==> src/rtl/alu_pkg.sv <==
// Shared opcode constants and types for the sequential ALU.
// Used by alu_seq and its timer sub-block.
package alu_pkg;

    localparam int MODE_BIT = 5;

    localparam logic [1:0] GRP_ALU = 2'b00;
    localparam logic [1:0] GRP_TMR = 2'b01;

    localparam logic [2:0] OP_LOAD = 3'b000;

    typedef enum logic [2:0] {
        OP_ADD  = 3'b000,
        OP_SUB  = 3'b001,
        OP_AND  = 3'b010,
        OP_OR   = 3'b011,
        OP_NADD = 3'b100,
        OP_XOR  = 3'b101,
        OP_SHL  = 3'b110,
        OP_SHR  = 3'b111
    } alu_op_e;

    typedef enum logic [2:0] {
        CMP_EQ    = 3'b000,
        CMP_NE    = 3'b001,
        CMP_LT    = 3'b010,
        CMP_LE    = 3'b011,
        CMP_GT    = 3'b100,
        CMP_GE    = 3'b101,
        CMP_TMR   = 3'b110,
        CMP_NEVER = 3'b111
    } cmp_op_e;

    typedef struct packed {
        logic skip;
        logic carry;
        logic zero;
        logic illegal;
    } alu_flags_t;

endpackage

==> src/rtl/alu_seq_if.sv <==
// Request/response bus of the sequential ALU.
// master drives requests, slave is the ALU.
interface alu_seq_if #(
    parameter int WIDTH = 8
);
    logic [7:0]         dir;
    logic [WIDTH-1:0]   data_a;
    logic [WIDTH-1:0]   data_b;
    logic [WIDTH-1:0]   address;
    logic               in_valid;
    logic               in_ready;
    logic               out_valid;
    logic               out_ready;
    logic [WIDTH-1:0]   out;
    logic               skip;
    logic               carry;
    logic               zero;
    logic               illegal;
    logic               delay;
    logic [3*WIDTH-1:0] delay_data;
    logic               delay_done;

    modport master (
        output dir, data_a, data_b, address, in_valid, out_ready,
        input  in_ready, out_valid, out, skip, carry, zero, illegal,
        input  delay, delay_data, delay_done
    );

    modport slave (
        input  dir, data_a, data_b, address, in_valid, out_ready,
        output in_ready, out_valid, out, skip, carry, zero, illegal,
        output delay, delay_data, delay_done
    );
endinterface

==> src/rtl/alu_timer.sv <==
// Down-counting delay timer; load wins over decrement.
// done pulses one cycle when the count steps 1 -> 0.
module alu_timer #(
    parameter int W = 24
) (
    input  logic         clk,
    input  logic         rst_n,
    input  logic         load,
    input  logic [W-1:0] load_value,
    output logic [W-1:0] count,
    output logic         busy,
    output logic         done
);

    assign busy = |count;

    // count down while nonzero, reload restarts without a pulse
    always_ff @(posedge clk or negedge rst_n) begin
        if (!rst_n) begin
            count <= '0;
            done  <= 1'b0;
        end else if (load) begin
            count <= load_value;
            done  <= 1'b0;
        end else if (busy) begin
            count <= count - 1'b1;
            done  <= (count == W'(1));
        end else begin
            done  <= 1'b0;
        end
    end

endmodule

==> src/rtl/alu_seq.sv <==
// One-cycle sequential ALU with compare/skip mode and optional timer.
// Timer present only when ALU_SEQ_TIMER_EN is defined.
module alu_seq
    import alu_pkg::*;
#(
    parameter int WIDTH = 8
) (
    input logic       clk,
    input logic       rst_n,
    alu_seq_if.slave  bus
);

    localparam int SW = $clog2(WIDTH);

    logic             accept;
    logic             mode;
    logic [1:0]       grp;
    logic [2:0]       op;
    logic [WIDTH:0]   sum;
    logic [WIDTH-1:0] diff;
    logic [SW-1:0]    shamt;
    logic             tmr_nz;
    logic [WIDTH-1:0] res;
    alu_flags_t       flg;

    logic             out_valid_q;
    logic [WIDTH-1:0] out_q;
    alu_flags_t       flg_q;

    assign bus.in_ready = !out_valid_q || bus.out_ready;
    assign accept = bus.in_valid && bus.in_ready;

    assign mode  = bus.dir[MODE_BIT];
    assign grp   = bus.dir[4:3];
    assign op    = bus.dir[2:0];
    assign sum   = {1'b0, bus.data_a} + {1'b0, bus.data_b};
    assign diff  = bus.data_a - bus.data_b;
    assign shamt = bus.data_b[SW-1:0];

`ifdef ALU_SEQ_TIMER_EN
    localparam int TW = 3 * WIDTH;

    logic          ld_req;
    logic [TW-1:0] tcount;
    logic          tbusy;
    logic          tdone;

    alu_timer #(
        .W(TW)
    ) u_timer (
        .clk        (clk),
        .rst_n      (rst_n),
        .load       (accept && ld_req),
        .load_value ({bus.data_a, bus.data_b, bus.address}),
        .count      (tcount),
        .busy       (tbusy),
        .done       (tdone)
    );

    assign tmr_nz         = tbusy;
    assign bus.delay      = tbusy;
    assign bus.delay_data = tcount;
    assign bus.delay_done = tdone;
`else
    assign tmr_nz         = 1'b0;
    assign bus.delay      = 1'b0;
    assign bus.delay_data = '0;
    assign bus.delay_done = 1'b0;
`endif

    // decode opcode into result, flags and timer load request
    always_comb begin
        res = '0;
        flg = '0;
`ifdef ALU_SEQ_TIMER_EN
        ld_req = 1'b0;
`endif
        if (mode) begin
            unique case (cmp_op_e'(op))
                CMP_EQ:    flg.skip = (bus.data_a == bus.data_b);
                CMP_NE:    flg.skip = (bus.data_a != bus.data_b);
                CMP_LT:    flg.skip = (bus.data_a <  bus.data_b);
                CMP_LE:    flg.skip = (bus.data_a <= bus.data_b);
                CMP_GT:    flg.skip = (bus.data_a >  bus.data_b);
                CMP_GE:    flg.skip = (bus.data_a >= bus.data_b);
                CMP_TMR:   flg.skip = tmr_nz;
                CMP_NEVER: flg.skip = 1'b0;
            endcase
        end else begin
            unique case (grp)
                GRP_ALU: begin
                    unique case (alu_op_e'(op))
                        OP_ADD: begin
                            res       = sum[WIDTH-1:0];
                            flg.carry = sum[WIDTH];
                        end
                        OP_SUB: begin
                            res       = diff;
                            flg.carry = (bus.data_a < bus.data_b);
                        end
                        OP_AND:  res = bus.data_a & bus.data_b;
                        OP_OR:   res = bus.data_a | bus.data_b;
                        OP_NADD: res = ~sum[WIDTH-1:0];
                        OP_XOR:  res = bus.data_a ^ bus.data_b;
                        OP_SHL:  res = bus.data_a << shamt;
                        OP_SHR:  res = bus.data_a >> shamt;
                    endcase
                end
                GRP_TMR: begin
`ifdef ALU_SEQ_TIMER_EN
                    if (op == OP_LOAD) begin
                        ld_req = 1'b1;
                    end else begin
                        flg.illegal = 1'b1;
                    end
`else
                    flg.illegal = 1'b1;
`endif
                end
                default: flg.illegal = 1'b1;
            endcase
        end
        flg.zero = (res == '0);
    end

    // result register: capture on accept, drop valid on drain
    always_ff @(posedge clk or negedge rst_n) begin
        if (!rst_n) begin
            out_valid_q <= 1'b0;
            out_q       <= '0;
            flg_q       <= '0;
        end else if (accept) begin
            out_valid_q <= 1'b1;
            out_q       <= res;
            flg_q       <= flg;
        end else if (bus.out_ready) begin
            out_valid_q <= 1'b0;
        end
    end

    assign bus.out_valid = out_valid_q;
    assign bus.out       = out_q;
    assign bus.skip      = flg_q.skip;
    assign bus.carry     = flg_q.carry;
    assign bus.zero      = flg_q.zero;
    assign bus.illegal   = flg_q.illegal;

endmodule

==> src/flat_wrapper.sv <==
// flat-port wrapper written by rule: the top's interface ports become plain ports
module alu_seq_flat import alu_pkg::*;
#(
    parameter int WIDTH = 8
)
  (clk, rst_n, bus_dir, bus_data_a, bus_data_b, bus_address, bus_in_valid, bus_out_ready, bus_in_ready, bus_out_valid, bus_out, bus_skip, bus_carry, bus_zero, bus_illegal, bus_delay, bus_delay_data, bus_delay_done);
  alu_seq_if #(.WIDTH(WIDTH)) bus_i ();
  input logic clk;
  input logic rst_n;
  input wire logic [$bits(bus_i.dir)-1:0] bus_dir;
  input wire logic [$bits(bus_i.data_a)-1:0] bus_data_a;
  input wire logic [$bits(bus_i.data_b)-1:0] bus_data_b;
  input wire logic [$bits(bus_i.address)-1:0] bus_address;
  input wire logic [$bits(bus_i.in_valid)-1:0] bus_in_valid;
  input wire logic [$bits(bus_i.out_ready)-1:0] bus_out_ready;
  output wire logic [$bits(bus_i.in_ready)-1:0] bus_in_ready;
  output wire logic [$bits(bus_i.out_valid)-1:0] bus_out_valid;
  output wire logic [$bits(bus_i.out)-1:0] bus_out;
  output wire logic [$bits(bus_i.skip)-1:0] bus_skip;
  output wire logic [$bits(bus_i.carry)-1:0] bus_carry;
  output wire logic [$bits(bus_i.zero)-1:0] bus_zero;
  output wire logic [$bits(bus_i.illegal)-1:0] bus_illegal;
  output wire logic [$bits(bus_i.delay)-1:0] bus_delay;
  output wire logic [$bits(bus_i.delay_data)-1:0] bus_delay_data;
  output wire logic [$bits(bus_i.delay_done)-1:0] bus_delay_done;
  assign bus_i.dir = bus_dir;
  assign bus_i.data_a = bus_data_a;
  assign bus_i.data_b = bus_data_b;
  assign bus_i.address = bus_address;
  assign bus_i.in_valid = bus_in_valid;
  assign bus_i.out_ready = bus_out_ready;
  assign bus_in_ready = bus_i.in_ready;
  assign bus_out_valid = bus_i.out_valid;
  assign bus_out = bus_i.out;
  assign bus_skip = bus_i.skip;
  assign bus_carry = bus_i.carry;
  assign bus_zero = bus_i.zero;
  assign bus_illegal = bus_i.illegal;
  assign bus_delay = bus_i.delay;
  assign bus_delay_data = bus_i.delay_data;
  assign bus_delay_done = bus_i.delay_done;
  alu_seq #(.WIDTH(WIDTH)) u_core (.clk(clk), .rst_n(rst_n), .bus(bus_i));
endmodule
==> config.mk <==
export PLATFORM = sky130hd
export DESIGN_NAME = alu_seq_flat
export DESIGN_NICKNAME = d
export VERILOG_FILES = /design/src/rtl/alu_pkg.sv /design/src/rtl/alu_seq_if.sv /design/src/rtl/alu_timer.sv /design/src/rtl/alu_seq.sv /design/src/flat_wrapper.sv
export SDC_FILE = /design/constraint.sdc
export NUM_CORES = 1
export LEC_CHECK = 0
export CORE_ASPECT_RATIO = 1.75
export CORE_MARGIN = 10
export CORE_UTILIZATION = 50
export DETAILED_ROUTE_END_ITERATION = 12
export PLACE_DENSITY_LB_ADDON = 0.2
export SLEW_MARGIN = 20
export SYNTH_ARGS = -nofsm -noshare
export SYNTH_HDL_FRONTEND = slang
export SYNTH_HIERARCHICAL = 1
export SYNTH_SLANG_ARGS = --single-unit
==> constraint.sdc <==
create_clock -name clk -period 1.7 [get_ports clk]
set_input_delay 0.255 -clock clk [delete_from_list [all_inputs] [get_ports clk]]
set_output_delay 0.255 -clock clk [all_outputs]
set_load 0.01 [all_outputs]
==> impl_metrics.csv, run 1 <==
group,metric,value,unit
logic_synthesis,syn-cell-area,2840,um^2
critical_path,startpoint_type,"primary input",
timing,fin_skew,0.00262,ns
finish,syn2layout_area_growth,72.2,%
finish,final_nets,583,
timing,hold-worst-slack,0.391,ns
power_and_ir_drop,p_leak,2.18,nW
power_and_ir_drop,p_int,1.23,mW
critical_path,critPathMaxFanout,3,
placement,finalWeightedCongestion,1.03,
timing,setup_viol,10,
finish,drive_gt1_frac,0.530,
power_and_ir_drop,swShare,0.424,
min_path,min_path_type,"primary input to async pin",
clocking,clk_latency,0.25,ns
critical_path,crit_path_top_delay_cell,"a311o_1",
timing,rsz0062_at_grt,"yes",
route,drtIter0Drc,337,
route,drc,0,
critical_path,worstSetupPathType,"primary input to flop",
route,drtPass1Iterations,5,
route,wirelength,13.8,mm
finish,fill_cells,273,
clocking,hold_buffers,0,
placement,dpl_cell_area,4110,um^2
timing,tightestPinTransition,0.607,ns
job,maxCapViolCount,0,
logic_synthesis,synthCells,360,
die,initial_core_util,0.513,
power_and_ir_drop,power_frac_seq,0.162,
global_route,antenna_found_initial,0,
die,rows,36,
critical_path,cp-end-kind,"flop",
run_status,violations,"setup timing",
global_route,grt_pass1_vias,3800,
timing,finalCriticalPeriod,2.36,ns
logic_synthesis,yosysSeqAreaShare,0.114,
critical_path,path_cells,"buf_6 -> buf_6 -> inv_8 -> buf_6 -> fa_2 -> nor2b_4 -> o21ai_2 -> a311o_1 -> nor4_4 -> a21oi_1 -> o21a_1 -> o41ai_2",
die,io_pins,76,
power_and_ir_drop,clock_power_share,0.131,
placement,hpwl,9.06,mm
timing,fin_ws,-0.663,ns
timing,fin_setup_tns,-4.51,ns
power_and_ir_drop,ir_drop,229,uV
critical_path,arrival,2.51,ns
clocking,clockRootBuffer,"clkbuf_8",
logic_synthesis,async_flop_share,1.00,
power_and_ir_drop,comb_power_share,0.707,
critical_path,cpPeakStageDelay,0.41,ns
timing,maxSlewHeadroom,0.594,
logic_synthesis,synth_enable_flop_cells,0,
clocking,clk_pin_slew,0.06,ns
finish,n_antenna_cell,0,
logic_synthesis,synthFlopType,"dfrtp_1",
clocking,clock_path_buffers,2,
clocking,numCtsBuffers,3,
finish,final_area,4890,um^2
timing,slew_viol_final,0,
logic_synthesis,avgSynthCellArea,7.89,um^2
global_route,overflow,0,
die,die_h,120,um
clocking,h-tree-depth,1,
route,viasPerCell,6.33,
logic_synthesis,synth-seq-cells,13,
power_and_ir_drop,switchingPower,907,uW
clocking,cts.sinks,13,
timing,fin_crit_sh,1.39,
logic_synthesis,ys_warn_count,6,
logic_synthesis,post_synth_num_cell_types,67,
critical_path,crit_required,1.85,ns
power_and_ir_drop,powerDensity,437,nW/um^2
global_route,grt_pass1_wl,19.6,mm
timing,fmax,423,MHz
timing,hold_violations,0,
die,die_w,77.0,um
global_route,grt_max_degree,16,
die,core,5540,um^2
critical_path,crit_top_cell,"buf_6",
placement,port_buffers,39,
route,wl_per_cell,23.2,um
route,via_count,3769,
clocking,cts_tree,"built",
run_status,status,"complete, but fails checks",
die,die-area,9220,um^2
global_route,track_usage,0.259,
route,drtAntennaViolNets,0,
==> repair_timing <==
| action | in CTS | in global routing |
|---|---|---|
| setup buffers | 17 | 6 |
| setup endpoints to repair | 11 | 12 |
| cloned | 0 | 0 |
| pin swaps | 55 | 33 |
| gates resized for setup | 144 | 63 |
==> critical path: cells and delay by family <==
| family | cells | cell delay (ns) |
|---|---|---|
| compound gates | 5 | 1.10 |
| fa+ha+maj | 1 | 0.22 |
| buf+inv | 4 | 0.36 |
| simple gates | 2 | 0.54 |
==> cell usage in the layout (no fill, tap or decap), types with 7 or more instances in the layout <==
master / count
a21oi_1: 11
ha_1: 13
ha_4: 10
inv_2: 9
clkdlybuf4s50_1: 20
dfrtp_1: 13
nand2_1: 24
o21ai_2: 8
a21oi_2: 7
nand2b_1: 8
conb_1: 26
inv_1: 12
nand3_1: 11
buf_6: 22
nor2_1: 18
buf_4: 124
==> per-stage QoR <==
step / utilization / std cells / worst slack, ns / total power, mW
6_report: 0.883 / 595 / -0.663 / 2.14
5_1_grt: 0.883 / 595 / -0.689 / 2.22
4_1_cts: 0.840 / 591 / -0.590 / 1.95
3_5_place_dp: 0.742 / 572 / -1.31 / 1.46
3_3_place_gp: 0.742 / 572 / -1.22 / 1.43
2_1_floorplan: - / 385 / -0.695 / 0.975
==> synth_stat cells, types with 6 or more instances <==
cell type	instances	share of area
inv_1	25	0.033
nand3_1	14	0.025
mux2i_1	9	0.032
buf_2	12	0.021
nor3_1	6	0.011
buf_4	28	0.074
clkbuf_1	6	0.0079
nand2b_1	8	0.018
ha_1	25	0.11
o31ai_1	6	0.016
nand2_1	25	0.033
nor2_1	22	0.029
o21ai_0	19	0.033
a21o_1	6	0.016
a21oi_1	20	0.035
dfrtp_1	13	0.11
o211ai_1	6	0.016
==> cell type report <==
| cell class | count | area [um^2] | share of cell area |
|---|---|---|---|
| Tap cell | 76 | 95.1 | 0.0194 |
| Clock buffer | 3 | 41.3 | 0.00844 |
| Inverter | 25 | 109 | 0.0223 |
| Clock inverter | 1 | 5.00 | 0.00102 |
| Timing Repair Buffer | 182 | 1520 | 0.311 |
| Multi-Input combinational cell | 295 | 2790 | 0.571 |
| Sequential cell | 13 | 325 | 0.0665 |
==> power by group through the flow <==
stage	logic (mW)	registers [mW]	clock network [mW]
after floorplan	0.614	0.361	0
after global placement	1.09	0.349	0
after detailed placement	1.11	0.350	0
after CTS	1.31	0.345	0.286
after global routing	1.58	0.349	0.295
final	1.51	0.345	0.281
==> logic make-up after synthesis <==
family / count (synthesis) / share of synthesized area
compound gates: 109 / 0.274
buf+inv: 77 / 0.152
xor+xnor: 7 / 0.0216
flops: 13 / 0.114
fa+ha+maj: 27 / 0.124
other cells: 1 / 0.00132
simple gates: 106 / 0.199
mux: 20 / 0.114
==> worst paths after layout <==
| path | startpoint | cells past startpoint | to | slack [ns] |
|---|---|---|---|---|
| max reg2reg | u_core/bus.out_valid | 6 | u_core/bus.skip | 0.27 |
| max in group asynchronous | rst_n | 1 | u_core/bus.carry | 0.91 |
| min | rst_n | 1 | u_core/bus.out[6] | 0.39 |
| min in group clk | u_core/bus.out[5] | 2 | u_core/bus.out[5] | 0.50 |
| max | bus_data_b[1] | 12 | u_core/bus.zero | -0.66 |
| min reg2reg | u_core/bus.out[5] | 2 | u_core/bus.out[5] | 0.50 |
==> sequential cells by signal (all words and copies together), names as in the netlist <==
register and cells:
u_core/bus.illegal 1, u_core/bus.out 8, u_core/bus.carry 1, u_core/bus.out_valid 1, u_core/bus.zero 1, u_core/bus.skip 1
==> layer usage <==
metal	routed length (um)	track usage	part of all wire	vias up
met2	7160	0.504	0.52	269
met4	1290	0.163	0.093	0
met1	4420	0.244	0.32	1794
met3	924	0.0374	0.067	114
met5	0	0	0	-
li1	-	-	-	1592
(Power assumes the default switching activity.)
==> inputs of run 2 (changes only) <==
Settings changed: GPL_TIMING_DRIVEN set to 0.
==> run 2 against run 1 <==
Effect of this change: the flow still finishes with violations (setup timing); clock power decreased by 4%; sequential cell count stayed put; non-clock buffer count shrank 67; cell count is 11% lower; worst hold slack worse by 0.011 ns; sequential share of layout area rose by 1.0 points; sequential power about the same; critical path depth unchanged; via count fell by 14%; total power fell by 13%; worst setup slack improved by 0.0094 ns; highest routed layer unchanged.
==> impl_metrics.csv, run 2 (synthesis results as in run 1) <==
group,metric,value,unit
run_status,status,"complete, but fails checks",
run_status,violations,"setup timing",
finish,drive_gt1_frac,0.381,
timing,fin_skew,0.00119,ns
clocking,numCtsBuffers,3,
critical_path,startpoint_type,"primary input",
power_and_ir_drop,p_leak,1.84,nW
power_and_ir_drop,comb_power_share,0.669,
finish,fill_cells,440,
clocking,clockRootBuffer,"clkbuf_8",
timing,rsz0062_at_grt,"yes",
timing,finalCriticalPeriod,2.35,ns
timing,fin_crit_sh,1.38,
global_route,grt_max_degree,14,
placement,port_buffers,38,
placement,hpwl,8.26,mm
placement,finalWeightedCongestion,1.01,
timing,fmax,425,MHz
die,die_w,77.0,um
timing,hold-worst-slack,0.380,ns
critical_path,r2r-end,"u_core/bus.out[6]",
route,drtAntennaViolNets,0,
die,die_h,120,um
power_and_ir_drop,p_int,1.09,mW
power_and_ir_drop,swShare,0.415,
timing,fin_ws,-0.653,ns
finish,syn2layout_area_growth,48.7,%
power_and_ir_drop,power_frac_seq,0.185,
critical_path,regToRegSetupSlack,0.15,ns
finish,mostFrequentLayoutCells,"55 x buf_4, 26 x conb_1, 25 x nand2_1",
finish,final_common_cell,"buf_4",
clocking,clk_pin_slew,0.05,ns
finish,final_area,4230,um^2
critical_path,rr_startpoint,"u_core/bus.out_valid",
critical_path,critPathMaxFanout,4,
route,drtPass1Iterations,7,
die,io_pins,76,
die,initial_core_util,0.513,
clocking,clk_latency,0.24,ns
timing,maxSlewHeadroom,0.535,
die,rows,36,
critical_path,arrival,2.54,ns
power_and_ir_drop,ir_drop,236,uV
global_route,grt_pass1_wl,17.0,mm
global_route,overflow,0,
placement,placed_cells,499,
finish,multi_input_area,2630,um^2
critical_path,ff2ff_path_depth,4,
route,drc,0,
route,viasPerCell,6.14,
clocking,cts.sinks,13,
route,wl_per_cell,20.6,um
finish,final_nets,516,
clocking,hold_buffers,0,
route,via_count,3242,
finish,largest_reg_flops,8,
critical_path,cp-end-kind,"flop",
critical_path,crit_required,1.88,ns
power_and_ir_drop,switchingPower,771,uW
timing,slew_viol_final,0,
die,core,5540,um^2
job,maxCapViolCount,0,
finish,stdcell_count,528,
min_path,min_path_type,"primary input to async pin",
route,drtIter0Drc,302,
die,die-area,9220,um^2
timing,hold_violations,0,
global_route,track_usage,0.224,
placement,dpl_cell_area,3520,um^2
power_and_ir_drop,clock_power_share,0.146,
timing,setup_viol,11,
power_and_ir_drop,powerDensity,440,nW/um^2
global_route,grt_pass1_vias,3212,
finish,post-route-util,0.763,
clocking,clock_path_buffers,2,
global_route,antenna_found_initial,0,
route,wirelength,10.9,mm
finish,seq_area,325,um^2
timing,tightestPinTransition,0.694,ns
clocking,cts_tree,"built",
critical_path,worstSetupPathType,"primary input to flop",
finish,n_antenna_cell,0,
clocking,h-tree-depth,1,
## run 2: metrics by stage
step	worst slack (ns)	total power, mW	setup TNS [ns]
global route	-0.732	1.96	-4.70
global placement	-1.64	1.27	-13.76
CTS	-0.656	1.71	-3.43
finish	-0.653	1.86	-4.00
detailed placement	-1.67	1.28	-14.14
floorplan	-0.695	0.975	-2.89
## run 2: worst max-delay path: stages
cell and delay [ns]:
buf_12 0.10, buf_12 0.11, buf_12 0.12, clkinv_8 0.05
ha_4 0.20, o21ba_4 0.19, or4_4 0.44, a32o_2 0.30
xor2_2 0.13, a21oi_2 0.07, a221oi_2 0.33, mux2_4 0.21
## run 2: worst max-delay path by stage
stage / startpoint / endpoint / slack [ns] / cells past startpoint
after CTS: bus_data_b[1] / u_core/bus.out[7] / -0.66 / 12
after detailed placement: bus_data_a[5] / u_core/bus.skip / -1.67 / 10
final: bus_data_b[1] / u_core/bus.out[7] / -0.65 / 12
after floorplan: bus_data_b[1] / u_core/bus.out[7] / -0.70 / 11
after global routing: bus_data_b[1] / u_core/bus.out[7] / -0.73 / 12
after global placement: bus_data_a[5] / u_core/bus.skip / -1.64 / 10
## run 2: final cells by class
class	count	area share
buffer	51	0.102
clock buffer	4	0.0107
inverter	25	0.0263
multi-input combinational	295	0.623
sequential	13	0.0770
tap	76	0.0225
timing repair buffer	64	0.139
## run 2: metal layers
layer  vias up  GRT usage  routed length (um)
met5         -          0                   0
met4         0      0.142                 822
met3        73     0.0523                 863
met2       205      0.415                5640
met1      1498      0.215                3560
li1       1466          -                   -
## run 2: timing repair
| item | CTS | global route |
|---|---|---|
| pin swaps | 28 | 32 |
| setup endpoints to repair | 11 | 12 |
| buffers inserted | 20 | 5 |
| gates cloned | 1 | 0 |
| hold endpoints to repair | 0 | 0 |
| gates resized for setup | 135 | 52 |
## run 2: power by group through the flow
stage / logic, mW / registers [mW] / clock network, mW
floorplan: 0.614 / 0.361 / 0
global placement: 0.917 / 0.349 / 0
detailed placement: 0.929 / 0.350 / 0
CTS: 1.09 / 0.345 / 0.280
global route: 1.32 / 0.348 / 0.289
finish: 1.24 / 0.344 / 0.271
==> variant (settings of run 2) <==
Add a define of `ALU_SEQ_TIMER_EN`.
--- a/src/rtl/alu_seq.sv
+++ b/src/rtl/alu_seq.sv
@@ -2,2 +2,4 @@
 // Timer present only when ALU_SEQ_TIMER_EN is defined.
+`define ALU_SEQ_TIMER_EN
+
 module alu_seq
Formal check against the unedited RTL: not equivalent (a bounded check fails within 4 cycles, from zero or initial values and one cycle with rst_n low).
==> variant against run 2 <==
- the flow still finishes with violations (setup timing)
- first-iteration DRC count grew 7.3%
- worst setup slack gained 0.019 ns
- maximum frequency grew 0.82%
- register-to-register slack lost 0.75 ns
- via count grew 39%
- design area grew 48%
- area after synthesis grew 37%
- sequential cell count grew 25
- die area grew 29%
- highest routed layer unchanged
- total power grew to 2.7 times the old value
- count of clock-buffer cells in the layout grew 1
- combinational power grew 120%
- clock skew grew 0.0039 ns
- routed wire length grew 57%
==> variant: results (changes against run 2) <==
* Number of fill cells in the layout at 453 (was 440)
* Depth of the CTS H-tree at 2 (was 1)
* Category of cells accounting for the largest share of critical-path delay: simple AND/OR/NAND/NOR gates (was compound AO/OA/AOI/OAI gates)
* Area contributors post-synth: dfrtp_1 (24%), ha_1 (9.0%), nand2_1 (4.7%) (was dfrtp_1 (11%), ha_1 (11%), buf_4 (7.4%))
* Min-Delay Path Class: primary input to flop (was primary input to asynchronous set/reset pin)
* Final worst setup slack at -0.634 ns (was -0.653 ns)
* Latest clock arrival within the worst-skew pair at 0.28 ns (was 0.24 ns)
* Cell at the root of the clock tree: clkbuf_16 (was clkbuf_8)
* Origin of the critical flop-to-flop path: u_core/u_timer/count[18] (was u_core/bus.out_valid)
* DRC marker count from the first detailed-route iteration at 324 (was 302)
* Dpl ws at -1.70 ns (was -1.67 ns)
* Violations in the final reports: setup timing (unchanged)
* Number of port buffers at 72 (was 38)
* Leakage Power at 2.61 nW (was 1.84 nW)
* Proportion of final cell area spent on non-clock buffers at 23.5% (was 24.1%)
* RD Place Congestion at 0.975 (was 1.01)
* Worst setup path endpoint: u_core/bus.zero (was u_core/bus.out[7])
* Distinct cell type count after synthesis at 70 (was 67)
* Slowest cell on the critical path: fa_2 (was or4_4)
* Seq area share at 15.2% (was 7.70%)
* Via count of the first global-routing pass at 4607 (was 3212)
* Multi-input gate area in the final layout at 3470 sq um (was 2630 sq um)
* Total of plain and repair buffers excluding clock buffers at 151 (was 115)
* Arrival time of data at the critical path endpoint at 2.50 ns (was 2.54 ns)
* Flip-flop and latch count at 38 (was 13)
* Flop2flop setup slack at -0.60 ns (was 0.15 ns)
* Number of setup violations in the final report at 36 (was 11)
* Clock network share of area at 2.16% (was 1.07%)
* Number of iterations in the first detailed-routing pass at 5 (was 7)
* Pin count of the biggest net entering global routing at 33 (was 14)
* Overall routing resource usage at 27.5% (was 22.4%)
* Hold Slack at 0.234 ns (was 0.380 ns)
* Status: finished with violations (unchanged)
* Cell types with the highest counts after synthesis: nand2_1 (49), nor2_1 (39), dfrtp_1 (38) (was buf_4 (28), ha_1 (25), inv_1 (25), nand2_1 (25), nor2_1 (22))
* Maximum cell stage delay along the critical path at 0.42 ns (was 0.44 ns)
* Global-route wire length before repair at 25500 um (was 17000 um)
* Share of synthesized area occupied by flip-flops and latches at 24.4% (was 11.4%)
* Count of cells along the worst register-to-register path at 6 (was 4)
* HPWL Detailed at 11700 um (was 8260 um)
* Non-clock inverter instance count of the final layout at 27 (was 25)
variant: cell types whose count changed in the layout (fill, tap and decap cells not counted), sizes merged, moves of 8 or more:
cell / before / now
o21ai: 20 / 31
xor2: 3 / 13
dfrtp: 13 / 38
clkdlybuf4s50: 20 / 51
mux2i: 9 / 17
conb: 26 / 0
nor3: 6 / 16
xnor2: 4 / 17
nand2: 25 / 49
nor2: 22 / 40
variant: where the power goes:
part / switching [mW] / internal [mW] / total, mW
Combinational: 1.32 / 1.36 / 2.69
Sequential: 0.275 / 1.10 / 1.37
Clock: 0.345 / 0.529 / 0.873
variant: logic make-up after synthesis:
group / Yosys count / synth area share (%)
muxes: 28 / 8.42
adders and majority gates: 30 / 10.0
and+or+nand+nor: 168 / 22.0
buffers and inverters: 54 / 5.88
DFF: 38 / 24.4
AOI/OAI and AO/OA: 130 / 22.5
xor gates and xnor gates: 30 / 6.75
variant: per-layer routing:
layer | global-route usage (%) | vias up | part of all wire (%)
met2 | 50.9 | 236 | 54
li1 | - | 2006 | -
met4 | 21.8 | 0 | 8.7
met3 | 3.27 | 102 | 4.7
met1 | 26.3 | 2149 | 33
met5 | 0 | - | 0
variant: tightest hold or removal path: cells and delay by family:
family / cells / cell delay [ns]
buf+inv: 1 / 0.11
simple gates: 1 / 0.05
compound gates: 1 / 0.06
variant: stage by stage:
step | instances | TNS, ns | instance area [sq um]
CTS | 680 | -9.96 | 5790
global placement | 638 | -65.33 | 4880
floorplan | 478 | -9.55 | 4050
global route | 697 | -14.02 | 6260
finish | 697 | -12.35 | 6260
detailed placement | 639 | -46.44 | 4890
variant: timing repair:
action,4_1_cts,5_1_grt
endpoints found under the setup margin,37,39
endpoints found under the hold margin,6,0
buffers inserted,35,19
gates resized for setup,181,107
hold buffers,1,0
pin swaps,45,56
cloned,1,0
